[src/rtl/spi_frame_master.sv]
// spi_frame_master: parametrised SPI master with framing chip select,
// full-duplex receive, valid/ready word input and an incrementing-counter
// pattern generator used when no host word is offered.
module spi_frame_master #(
    parameter int unsigned DATA_W    = 8,
    parameter int unsigned DIV       = 2,
    parameter bit          CPOL      = 1'b0,
    parameter bit          CPHA      = 1'b0,
    parameter bit          LSB_FIRST = 1'b1
) (
    input  logic              clk,
    input  logic              reset,
    input  logic [DATA_W-1:0] tx_data,
    input  logic              tx_valid,
    output logic              tx_ready,
    input  logic              gen_en,
    output logic [DATA_W-1:0] rx_data,
    output logic              rx_valid,
    output logic              sclk,
    output logic              mosi,
    input  logic              miso,
    output logic              cs_n
);

    localparam int unsigned DIV_W  = (DIV > 1) ? $clog2(DIV) : 1;
    localparam int unsigned EDGE_W = $clog2(2 * DATA_W + 1);
    localparam logic [DIV_W-1:0]  DIV_MAX   = DIV_W'(DIV - 1);
    localparam logic [EDGE_W-1:0] LAST_EDGE = EDGE_W'(2 * DATA_W);

    typedef enum logic [2:0] {
        S_IDLE,
        S_LEAD,
        S_SHIFT,
        S_TRAIL,
        S_GAP
    } state_t;

    state_t              state_q, state_d;
    logic [DIV_W-1:0]    div_q, div_d;
    logic [EDGE_W-1:0]   edge_q, edge_d;
    logic [DATA_W-1:0]   tx_sh_q, tx_sh_d;
    logic [DATA_W-1:0]   rx_sh_q, rx_sh_d;
    logic [DATA_W-1:0]   gen_q, gen_d;
    logic [DATA_W-1:0]   rx_data_q, rx_data_d;
    logic                tx_ready_q, tx_ready_d;
    logic                cs_n_q, cs_n_d;
    logic                sclk_q, sclk_d;
    logic                mosi_q, mosi_d;
    logic                rx_valid_q, rx_valid_d;

    logic                tick;
    logic [EDGE_W-1:0]   edge_n;
    logic [DATA_W-1:0]   start_word;

    // Bit that leaves the shift register next, in the configured order.
    function automatic logic head_bit(input logic [DATA_W-1:0] v);
        return LSB_FIRST ? v[0] : v[DATA_W-1];
    endfunction

    // Drop the bit just sent.
    function automatic logic [DATA_W-1:0] shift_out(input logic [DATA_W-1:0] v);
        return LSB_FIRST ? {1'b0, v[DATA_W-1:1]} : {v[DATA_W-2:0], 1'b0};
    endfunction

    // Insert a received bit so the first bit ends at bit 0 (LSB first) or MSB.
    function automatic logic [DATA_W-1:0] shift_in(input logic [DATA_W-1:0] v, input logic b);
        return LSB_FIRST ? {b, v[DATA_W-1:1]} : {v[DATA_W-2:0], b};
    endfunction

    // Next-state and registered-output logic for the frame sequencer.
    always_comb begin
        state_d    = state_q;
        div_d      = div_q;
        edge_d     = edge_q;
        tx_sh_d    = tx_sh_q;
        rx_sh_d    = rx_sh_q;
        gen_d      = gen_q;
        rx_data_d  = rx_data_q;
        tx_ready_d = tx_ready_q;
        cs_n_d     = cs_n_q;
        sclk_d     = sclk_q;
        mosi_d     = mosi_q;
        rx_valid_d = 1'b0;
        tick       = (div_q == DIV_MAX);
        edge_n     = edge_q + 1'b1;
        start_word = tx_valid ? tx_data : gen_q;

        case (state_q)
            S_IDLE: begin
                tx_ready_d = 1'b1;
                if (tx_ready_q && (tx_valid || gen_en)) begin
                    if (!tx_valid) begin
                        gen_d = gen_q + 1'b1;
                    end
                    tx_ready_d = 1'b0;
                    cs_n_d     = 1'b0;
                    div_d      = '0;
                    edge_d     = '0;
                    rx_sh_d    = '0;
                    state_d    = S_LEAD;
                    if (!CPHA) begin
                        mosi_d  = head_bit(start_word);
                        tx_sh_d = shift_out(start_word);
                    end else begin
                        tx_sh_d = start_word;
                    end
                end
            end

            S_LEAD, S_SHIFT: begin
                div_d = tick ? '0 : div_q + 1'b1;
                if (tick) begin
                    // The LEAD tick already performs toggle 1, so toggle k
                    // lands DIV cycles apart starting one DIV after the start.
                    if (state_q == S_LEAD) begin
                        edge_n = EDGE_W'(1);
                    end
                    edge_d = edge_n;
                    sclk_d = ~sclk_q;
                    if (edge_n[0] != CPHA) begin
                        rx_sh_d = shift_in(rx_sh_q, miso);
                    end
                    if ((CPHA && edge_n[0]) || (!CPHA && !edge_n[0] && edge_n != LAST_EDGE)) begin
                        mosi_d  = head_bit(tx_sh_q);
                        tx_sh_d = shift_out(tx_sh_q);
                    end
                    state_d = (edge_n == LAST_EDGE) ? S_TRAIL : S_SHIFT;
                end
            end

            S_TRAIL: begin
                div_d = tick ? '0 : div_q + 1'b1;
                if (tick) begin
                    cs_n_d     = 1'b1;
                    mosi_d     = 1'b0;
                    rx_data_d  = rx_sh_q;
                    rx_valid_d = 1'b1;
                    state_d    = S_GAP;
                end
            end

            S_GAP: begin
                div_d = tick ? '0 : div_q + 1'b1;
                if (tick) begin
                    tx_ready_d = 1'b1;
                    state_d    = S_IDLE;
                end
            end

            default: begin
                state_d = S_IDLE;
            end
        endcase
    end

    // State and output registers; reset abandons any frame in progress.
    always_ff @(posedge clk or negedge reset) begin
        if (!reset) begin
            state_q    <= S_IDLE;
            div_q      <= '0;
            edge_q     <= '0;
            tx_sh_q    <= '0;
            rx_sh_q    <= '0;
            gen_q      <= DATA_W'(1);
            rx_data_q  <= '0;
            tx_ready_q <= 1'b0;
            cs_n_q     <= 1'b1;
            sclk_q     <= CPOL;
            mosi_q     <= 1'b0;
            rx_valid_q <= 1'b0;
        end else begin
            state_q    <= state_d;
            div_q      <= div_d;
            edge_q     <= edge_d;
            tx_sh_q    <= tx_sh_d;
            rx_sh_q    <= rx_sh_d;
            gen_q      <= gen_d;
            rx_data_q  <= rx_data_d;
            tx_ready_q <= tx_ready_d;
            cs_n_q     <= cs_n_d;
            sclk_q     <= sclk_d;
            mosi_q     <= mosi_d;
            rx_valid_q <= rx_valid_d;
        end
    end

    assign tx_ready = tx_ready_q;
    assign rx_data  = rx_data_q;
    assign rx_valid = rx_valid_q;
    assign sclk     = sclk_q;
    assign mosi     = mosi_q;
    assign cs_n     = cs_n_q;

endmodule
[config.mk]
export PLATFORM = sky130hd
export DESIGN_NAME = spi_frame_master
export DESIGN_NICKNAME = d
export VERILOG_FILES = /design/src/rtl/spi_frame_master.sv
export SDC_FILE = /design/constraint.sdc
export NUM_CORES = 1
export LEC_CHECK = 0
export CORE_MARGIN = 2
export CORE_UTILIZATION = 30
export CTS_BUF_LIST = sky130_fd_sc_hd__clkbuf_2 sky130_fd_sc_hd__clkbuf_4 sky130_fd_sc_hd__clkbuf_8
export CTS_CLUSTER_DIAMETER = 30
export CTS_CLUSTER_SIZE = 28
export DETAILED_ROUTE_END_ITERATION = 10
export PLACE_DENSITY = 0.51
export RECOVER_POWER = 25
export SYNTH_ARGS = -nofsm -noshare
export SYNTH_HDL_FRONTEND = slang
export SYNTH_SLANG_ARGS = --single-unit
[constraint.sdc]
create_clock -name clk -period 2.3 [get_ports clk]
set_input_delay 0.46 -clock clk [delete_from_list [all_inputs] [get_ports clk]]
set_output_delay 0.46 -clock clk [all_outputs]
set_load 0.05 [all_outputs]
==> flow_summary.json, run 1 <==
{
  "outcome": "completed",
  "pre_cts_ws_ns": 0.00794,
  "synth.area.top_cells": "dfrtp_1 48%, mux2i_1 8.4%, mux2_2 8.0%, nand2_1 3.2%, xor2_1 2.7%",
  "max_stage_delay_ns": 0.79,
  "synth_top_cell_area_share_pct": 47.6,
  "ys_warn_count": 0,
  "synth_area_mm2": 0.00226,
  "first_global_vias": 1625,
  "fillers": 758,
  "cp.arrival_ns": 1.64,
  "fmax_mhz": 477,
  "drcViolationCount": 0,
  "synth_largest_area_cell": "dfrtp_1",
  "async_flop_share_pct": 100,
  "worst_pin_slew_ns": 1.13,
  "final.setup.tns_ns": 0,
  "power.density_mw_per_mm2": 1370,
  "clock_sinks": 45,
  "critPathKind": "register to output pin",
  "fin_ws_ns": 0.203,
  "totalWireLength_um": 4790,
  "finalMaxSlewViolations": 0,
  "cp_num_buf_inv": 1,
  "dieArea_mm2": 0.00825,
  "die-width_um": 90.8,
  "drt_iter0_drc": 87,
  "vias": 1597,
  "ant_nets": 0,
  "p_leak_nw": 1.24,
  "critPathLaunchType": "register",
  "cp-end-kind": "output pin",
  "grt_overflow_total": 0,
  "path_max_fanout": 2,
  "grt_max_degree": 46,
  "grt_pass1_wl_um": 8160,
  "max_cap_viol_count": 0,
  "seqCellArea_mm2": 0.00113,
  "gp_congestion": 0.784,
  "clockBufferDepth": 2,
  "row_count": 31,
  "h-tree-depth": 2,
  "cts.repair.resized": 0,
  "antenna_cells": 0,
  "power.total_mw": 3.86,
  "whs_ns": 0.438,
  "yosys_register_bits": 45,
  "fin_crit_ns": 2.10,
  "synth_edf_count": 0,
  "fin_crit_sh_pct": 91.2,
  "seq_area_frac_synth_pct": 49.9,
  "cts_buffers": 5,
  "cts_hold_buf": 0,
  "routed_wire_length_per_instance_um": 13.9,
  "path_clk_slew_ns": 0.10,
  "tritoncts": "done",
  "drive_gt1_share_pct": 19.6,
  "slew_headroom_pct": 25.0,
  "finalSetupViolCount": 0,
  "core_mm2": 0.00729,
  "crit_chain": "clkdlybuf4s50_1",
  "vias_per_cell": 4.64,
  "ir_drop_mv": 0.478,
  "hold_violations": 0,
  "die_h_um": 90.8,
  "required_ns": 1.84,
  "ys_types": 41,
  "drt_pass1_iterations": 4,
  "hold_class": "primary input to asynchronous set/reset pin",
  "rsz0062_at_grt": "false",
  "final_common_cell": "dfrtp_1",
  "multiInputGateArea_mm2": 0.00105,
  "root_buffer": "clkbuf_8",
  "syn_to_final_growth_pct": 24.4,
  "critical_path.top_delay_family": "buffers and inverters",
  "avgSynthCellArea_um2": 11.0,
  "cpMaxStageDelayCell": "clkdlybuf4s50_1",
  "design.portCount": 26,
  "clkLatencyLatePin_ns": 0.31,
  "synthFlopType": "dfrtp_1",
  "start_util_pct": 31.0,
  "antenna_found_initial": 0,
  "cts_setup_buffers": 0,
  "num-nets-final": 259,
  "syn_nets": 220,
  "numPortBuffers": 25,
  "dp_hpwl_um": 3390,
  "grt_usage_pct": 12.3,
  "layout_common_cells": "43 x dfrtp_1, 24 x clkdlybuf4s50_1, 19 x nand2_1, 19 x mux2i_1, 16 x mux2_2",
  "clock_skew_ns": 0.00994,
  "netlist_instances": 205
}
synth_stat cells, types with 3 or more instances:
cell type and number:
dfrtp_1 43, mux2i_1 19, nand2_1 19, mux2_2 16, inv_1 14, o21ai_0 12, nor3_1 10, xor2_1 7
xnor2_1 5, clkbuf_1 4, nand4_1 4, nor2_1 4, buf_2 3, nand2b_1 3, nor2b_1 3
cell type report:
cell class / count / area share [%]
Clock buffer: 5 / 2.45
Clock inverter: 3 / 0.889
Inverter: 14 / 1.87
Multi-Input combinational cell: 138 / 37.2
Sequential cell: 45 / 40.1
Tap cell: 99 / 4.40
Timing Repair Buffer: 40 / 13.1
state kept, by name (all words and copies together) (netlist names):
register and cells:
cs_n 1, tx_ready 1, div_q 1, edge_q 5
rx_sh_q 8, gen_q 8, rx_data 8, mosi 1
sclk 1, state_q 3, rx_valid 1, tx_sh_q 7
power by group:
part / internal, mW / switching (mW)
Combinational: 0.937 / 1.10
Clock: 0.220 / 0.311
Sequential: 1.04 / 0.249
Total: 2.20 / 1.66
cell families after synthesis:
kind of cell | synth area share [%]
adder cells (fa/ha/maj) | 1.11
XOR/XNOR | 4.65
AO/OA/AOI/OAI | 11.7
flip-flops | 49.9
AND/OR/NAND/NOR | 12.4
buffers and inverters | 3.82
multiplexers | 16.4
path summary, 6_finish.rpt:
check	start	end	slack [ns]	cells past startpoint
setup / recovery	cs_n$_DFFE_PN1P_	cs_n	0.20	1
hold / removal	reset	tx_sh_q[3]$_DFFE_PN0P_	0.44	2
setup reg to reg	state_q[1]$_DFFE_PN0P_	tx_sh_q[3]$_DFFE_PN0P_	0.22	5
hold reg to reg	sclk$_DFFE_PN0P_	sclk$_DFFE_PN0P_	0.48	1
max in group asynchronous	reset	edge_q[2]$_DFFE_PN0P_	1.17	2
min in group clk	sclk$_DFFE_PN0P_	sclk$_DFFE_PN0P_	0.48	1
metal layers:
layer  routed length, µm  global-route usage (%)  part of all wire, %
met2                2210                    19.3                   46
met5                   0                       0                    0
met1                2370                    17.2                   49
met3                 172                    2.84                  3.6
met4                  42                    3.03                 0.88
stage by stage:
| step | utilization [%] | instance area [µm²] | std cells |
|---|---|---|---|
| after floorplan | - | 2260 | 205 |
| after global placement | 37.3 | 2720 | 336 |
| after detailed placement | 37.3 | 2720 | 336 |
| after CTS | 38.6 | 2820 | 344 |
| after global routing | 38.6 | 2810 | 344 |
| final | 38.6 | 2810 | 344 |
Note: power is estimated with default switching activity, not from simulation.
==> run 2, diff against run 1 <==
CELL_PAD_IN_SITES_DETAIL_PLACEMENT = 1   (was default)
CELL_PAD_IN_SITES_GLOBAL_PLACEMENT = 1   (was default)
CORE_ASPECT_RATIO = 1.25   (was default)
PLACE_DENSITY = 0.6   (was 0.51)
==> run 2 against run 1 <==
Final area is 0.93% higher. Maximum frequency is 0.18% higher. First-iteration DRC count is 56% lower. Setup slack better by 0.0038 ns. Largest power group unchanged. Non-clock buffer count is 1 higher. Clock power is 17% higher. Critical endpoint unchanged. Sequential power hardly changed. Largest cell class unchanged. Clock skew is 0.0052 ns lower.
==> flow_summary.json, run 2 (synthesis gave the netlist of run 1 again) <==
{
  "clock_skew_ns": 0.00472,
  "fin_crit_sh_pct": 91.0,
  "rsz0062_at_grt": "false",
  "routed_wire_length_per_instance_um": 14.5,
  "gp_congestion": 0.714,
  "cts_hold_buf": 0,
  "max_cap_viol_count": 0,
  "path_max_fanout": 2,
  "drt_iter0_drc": 38,
  "h-tree-depth": 2,
  "cp.arrival_ns": 1.63,
  "grt_overflow_total": 0,
  "slew_headroom_pct": 24.5,
  "totalWireLength_um": 4920,
  "first_global_vias": 1727,
  "cp-startpoint": "cs_n$_DFFE_PN1P_",
  "finalInstanceArea_mm2": 0.00284,
  "root_buffer": "clkbuf_8",
  "clkLatencyLatePin_ns": 0.30,
  "grt_usage_pct": 13.3,
  "clockBufferDepth": 2,
  "ir_drop_mv": 0.495,
  "required_ns": 1.84,
  "critPathLaunchType": "register",
  "path_clk_slew_ns": 0.09,
  "power.density_mw_per_mm2": 1410,
  "antenna_found_initial": 0,
  "seqCellArea_mm2": 0.00113,
  "clock_sinks": 45,
  "row_count": 35,
  "layout_common_cells": "43 x dfrtp_1, 24 x clkdlybuf4s50_1, 19 x nand2_1, 19 x mux2i_1, 16 x mux2_2",
  "cts_buffers": 5,
  "num-nets-final": 260,
  "critical_path.top_delay_family": "buffers and inverters",
  "fillers": 837,
  "die-width_um": 81.7,
  "finalMaxSlewViolations": 0,
  "final_common_cell": "dfrtp_1",
  "design.portCount": 26,
  "die_h_um": 101,
  "grt_pass1_wl_um": 8310,
  "r2r_start": "state_q[1]$_DFFE_PN0P_",
  "placed_cell_area_mm2": 0.00272,
  "crit_chain": "clkdlybuf4s50_1",
  "drt_pass1_iterations": 4,
  "finalSetupViolCount": 0,
  "grt_max_degree": 46,
  "outcome": "completed",
  "final.setup.tns_ns": 0,
  "numPortBuffers": 25,
  "antenna_cells": 0,
  "cp_num_buf_inv": 1,
  "dieArea_mm2": 0.00826,
  "max_stage_delay_ns": 0.80,
  "cp-end-kind": "output pin",
  "p_leak_nw": 1.27,
  "core_mm2": 0.00736,
  "drcViolationCount": 0,
  "vias": 1626,
  "vias_per_cell": 4.81,
  "multiInputGateArea_mm2": 0.00105,
  "syn_to_final_growth_pct": 25.6,
  "tritoncts": "done",
  "ant_nets": 0,
  "cpMaxStageDelayCell": "clkdlybuf4s50_1",
  "drive_gt1_share_pct": 20.3,
  "hold_class": "primary input to asynchronous set/reset pin",
  "critPathKind": "register to output pin",
  "cts.repair.resized": 0,
  "hold_violations": 0,
  "fmax_mhz": 478,
  "dp_hpwl_um": 3740,
  "cts_setup_buffers": 0,
  "worst_pin_slew_ns": 1.13,
  "fin_crit_ns": 2.09,
  "start_util_pct": 30.7
}
[run 2: cell types whose count changed in the layout (fill, tap and decap cells not counted)]
cell and change:
buf_4 +1, bufinv_16 +1, clkbuf_4 +1, clkinvlp_4 -1, inv_6 -1, nor4b_1 -1, nor4b_2 +1
[run 2: final cells by class]
type	instances	area share [%]
clock inverter	2	1.37
sequential	45	39.7
timing repair buffer	41	13.2
inverter	14	1.85
multi-input combinational	138	37.1
tap	92	4.05
clock buffer	6	2.69
[run 2: path summary, 6_finish.rpt]
kind | to | slack (ns) | cells after the start
worst min-delay path | gen_q[7]$_DFFE_PN0P_ | 0.44 | 2
min in group clk | sclk$_DFFE_PN0P_ | 0.47 | 1
worst min register to register | sclk$_DFFE_PN0P_ | 0.47 | 1
worst max register to register | tx_sh_q[1]$_DFFE_PN0P_ | 0.23 | 5
worst max-delay path | cs_n | 0.21 | 1
max in group asynchronous | gen_q[3]$_DFFE_PN0P_ | 1.16 | 2
[run 2: worst register-to-register path, delay by kind of cell, from the launching register on]
kind / cells / cell delay (ns)
buffers and inverters: 1 / 0.17
AND/OR/NAND/NOR: 1 / 0.39
multiplexers: 1 / 0.20
flip-flops: 1 / 0.50
AO/OA/AOI/OAI: 2 / 0.73
[run 2: through the flow]
| stage | power [mW] | hold WS [ns] | worst slack, ns | cells | utilization (%) |
|---|---|---|---|---|---|
| global route | 4.27 | 0.488 | 0.164 | 338 | 38.6 |
| finish | 3.99 | 0.445 | 0.207 | 338 | 38.6 |
| CTS | 4.06 | 0.257 | 0.185 | 338 | 38.6 |
| detailed placement | 3.42 | 0.463 | -0.0170 | 330 | 37.0 |
| global placement | 3.37 | 0.457 | 0.0312 | 330 | 37.0 |
| floorplan | 2.67 | 0.164 | 0.181 | 205 | - |
[run 2: metal layers]
metal	routed length (µm)	track usage [%]	share of wire, %
met3	131	3.05	2.7
met1	2170	16.2	44
met5	0	0	0
met4	100	5.64	2.0
met2	2510	22.3	51
[run 2: report_power, final]
part	leakage (nW)	internal, mW	switching [mW]
clock network	0.0588	0.338	0.282
logic	0.615	0.970	1.12
registers	0.592	1.04	0.236
==> run 3, diff against run 2 <==
CORE_MARGIN = default   (was 2)
DONT_BUFFER_PORTS = 1   (was default)
PLACE_DENSITY = 0.57   (was 0.6)
clock period = 1.71 ns   (was 2.3 ns; I/O delays follow)
==> run 3 against run 2 <==
Non-clock buffer count unchanged. Sequential cell count unchanged. Global-route usage increased by 2.5 points. Final area increased by 4.0%. Sequential share of layout area decreased by 1.4 points. Clock skew increased by 0.0036 ns. Core utilization increased by 1.5 points. The run now ends with setup timing left. Worst hold slack got worse by 0.28 ns.
==> flow_summary.json, run 3 (synthesis gave the netlist of run 1 again) <==
{
  "drive_gt1_share_pct": 37.8,
  "critical_path.top_delay_family": "compound AO/OA/AOI/OAI gates",
  "use_met3_pct": 3.24,
  "layout_common_cells": "41 x dfrtp_1, 34 x buf_4, 19 x nand2_1, 19 x mux2i_1, 14 x inv_1",
  "outcome": "finished, violations left",
  "grt_pass1_wl_um": 9460,
  "critPathLaunchType": "register",
  "antenna_found_initial": 0,
  "finalNonFillerCells": 338,
  "finalSetupViolCount": 10,
  "fin_util_pct": 40.1,
  "grt_max_degree": 46,
  "syn_to_final_growth_pct": 30.5,
  "cp.arrival_ns": 1.97,
  "core_mm2": 0.00736,
  "fin_crit_sh_pct": 102,
  "placed_cells": 324,
  "power.total_mw": 5.89,
  "required_ns": 1.94,
  "cpMaxStageDelayCell": "dfrtp_1",
  "clock_sinks": 45,
  "max_cap_viol_count": 0,
  "start_util_pct": 30.7,
  "num-nets-final": 260,
  "slew_headroom_pct": 31.4,
  "grt_util_met2_pct": 27.9,
  "clkLatencyLatePin_ns": 0.31,
  "routed_wire_length_per_instance_um": 16.3,
  "path_clk_slew_ns": 0.10,
  "fmax_mhz": 575,
  "max_stage_delay_ns": 0.43,
  "numPortBuffers": 0,
  "p_leak_nw": 1.34,
  "design.portCount": 26,
  "antenna_cells": 0,
  "cp.depth": 5,
  "drt_iter0_drc": 39,
  "cts_buffers": 5,
  "clock_skew_ns": 0.00829,
  "power.density_mw_per_mm2": 2000,
  "ant_nets": 0,
  "whs_path_depth": 2,
  "cp_num_buf_inv": 1,
  "cp-end-kind": "register",
  "hold_violations": 0,
  "finalInstanceArea_mm2": 0.00295,
  "ir_drop_mv": 0.782,
  "final_common_cell": "dfrtp_1",
  "hold_class": "primary input to register",
  "path_max_fanout": 7,
  "totalWireLength_um": 5520,
  "vias_per_cell": 4.97,
  "worst_pin_slew_ns": 1.03,
  "fin_ws_ns": -0.0289,
  "vias": 1680,
  "row_count": 35,
  "drcViolationCount": 0,
  "rsz0062_at_grt": "true",
  "root_buffer": "clkbuf_8",
  "drt_pass1_iterations": 4,
  "dp_hpwl_um": 3870,
  "grt_overflow_total": 0,
  "crit_chain": "or2_4 > o32a_4 > a311oi_4 > buf_12 > mux2i_1",
  "die_h_um": 99.1,
  "dieArea_mm2": 0.00789,
  "met1_usage_pct": 19.1,
  "tritoncts": "done",
  "whs_ns": 0.162,
  "finalMaxSlewViolations": 0,
  "placed_cell_area_mm2": 0.00266,
  "clockBufferDepth": 2,
  "first_global_vias": 1865,
  "fin_crit_ns": 1.74,
  "gp_congestion": 0.702,
  "grt_usage_pct": 15.7,
  "ff2ff_path_depth": 5,
  "critPathKind": "register to register",
  "die-width_um": 79.7,
  "h-tree-depth": 2,
  "violations": "setup timing",
  "globalRoute.busiestLayer": "met2"
}
run 3: cell count changes in the layout (fill, tap and decap cells not counted), moves of 3 or more:
| cell | change |
|---|---|
| mux2_2 | -5 |
| mux2_4 | +5 |
| clkdlybuf4s50_1 | -24 |
| buf_4 | +20 |
| nor3_1 | -3 |
| buf_6 | +3 |
run 3: layout make-up:
| cell class | count | area, µm² |
|---|---|---|
| Clock buffer | 5 | 68.8 |
| Clock inverter | 3 | 25.0 |
| Tap cell | 92 | 115 |
| Inverter | 14 | 52.6 |
| Timing Repair Buffer | 41 | 344 |
| Multi-Input combinational cell | 138 | 1220 |
| Fill cell | 809 | 4400 |
| Sequential cell | 45 | 1130 |
run 3: report_power, final:
| group | leakage, nW | internal (mW) | switching [mW] | total, mW |
|---|---|---|---|---|
| Clock | 0.0447 | 0.296 | 0.420 | 0.716 |
| Combinational | 0.704 | 1.70 | 1.50 | 3.20 |
| Sequential | 0.590 | 1.41 | 0.570 | 1.98 |
run 3: what timing repair did:
action,CTS,global route
resized for setup,8,22
setup endpoints to repair,16,24
buffers inserted,1,3
endpoints found under the hold margin,45,0
pin swaps,5,9
gates cloned,0,0
hold buffers,2,0
run 3: routing by layer:
metal / vias to the layer above / wire [µm]
met1: 854 / 2310
met4: 0 / 57
li1: 802 / -
met5: - / 0
met2: 19 / 3000
met3: 5 / 141
run 3: metrics by stage:
| step | worst slack [ns] | setup TNS (ns) |
|---|---|---|
| 5_1_grt | -0.112 | -1.26 |
| 3_5_place_dp | -0.0984 | -0.727 |
| 2_1_floorplan | -0.0799 | -0.587 |
| 4_1_cts | -0.0481 | -0.299 |
| 6_report | -0.0289 | -0.177 |
| 3_3_place_gp | -0.0647 | -0.340 |
run 3: path summary, 6_finish.rpt:
check / from / slack, ns / endpoint
min reg2reg: gen_q[4]$_DFFE_PN0P_ / 0.48 / gen_q[4]$_DFFE_PN0P_
min in group asynchronous: reset / 0.77 / rx_sh_q[5]$_DFFE_PN0P_
max: state_q[0]$_DFFE_PN0P_ / -0.03 / tx_sh_q[5]$_DFFE_PN0P_
min: miso / 0.16 / rx_sh_q[7]$_DFFE_PN0P_
max reg2reg: state_q[0]$_DFFE_PN0P_ / -0.03 / tx_sh_q[5]$_DFFE_PN0P_
max in group asynchronous: reset / 0.23 / tx_ready$_DFFE_PN0P_
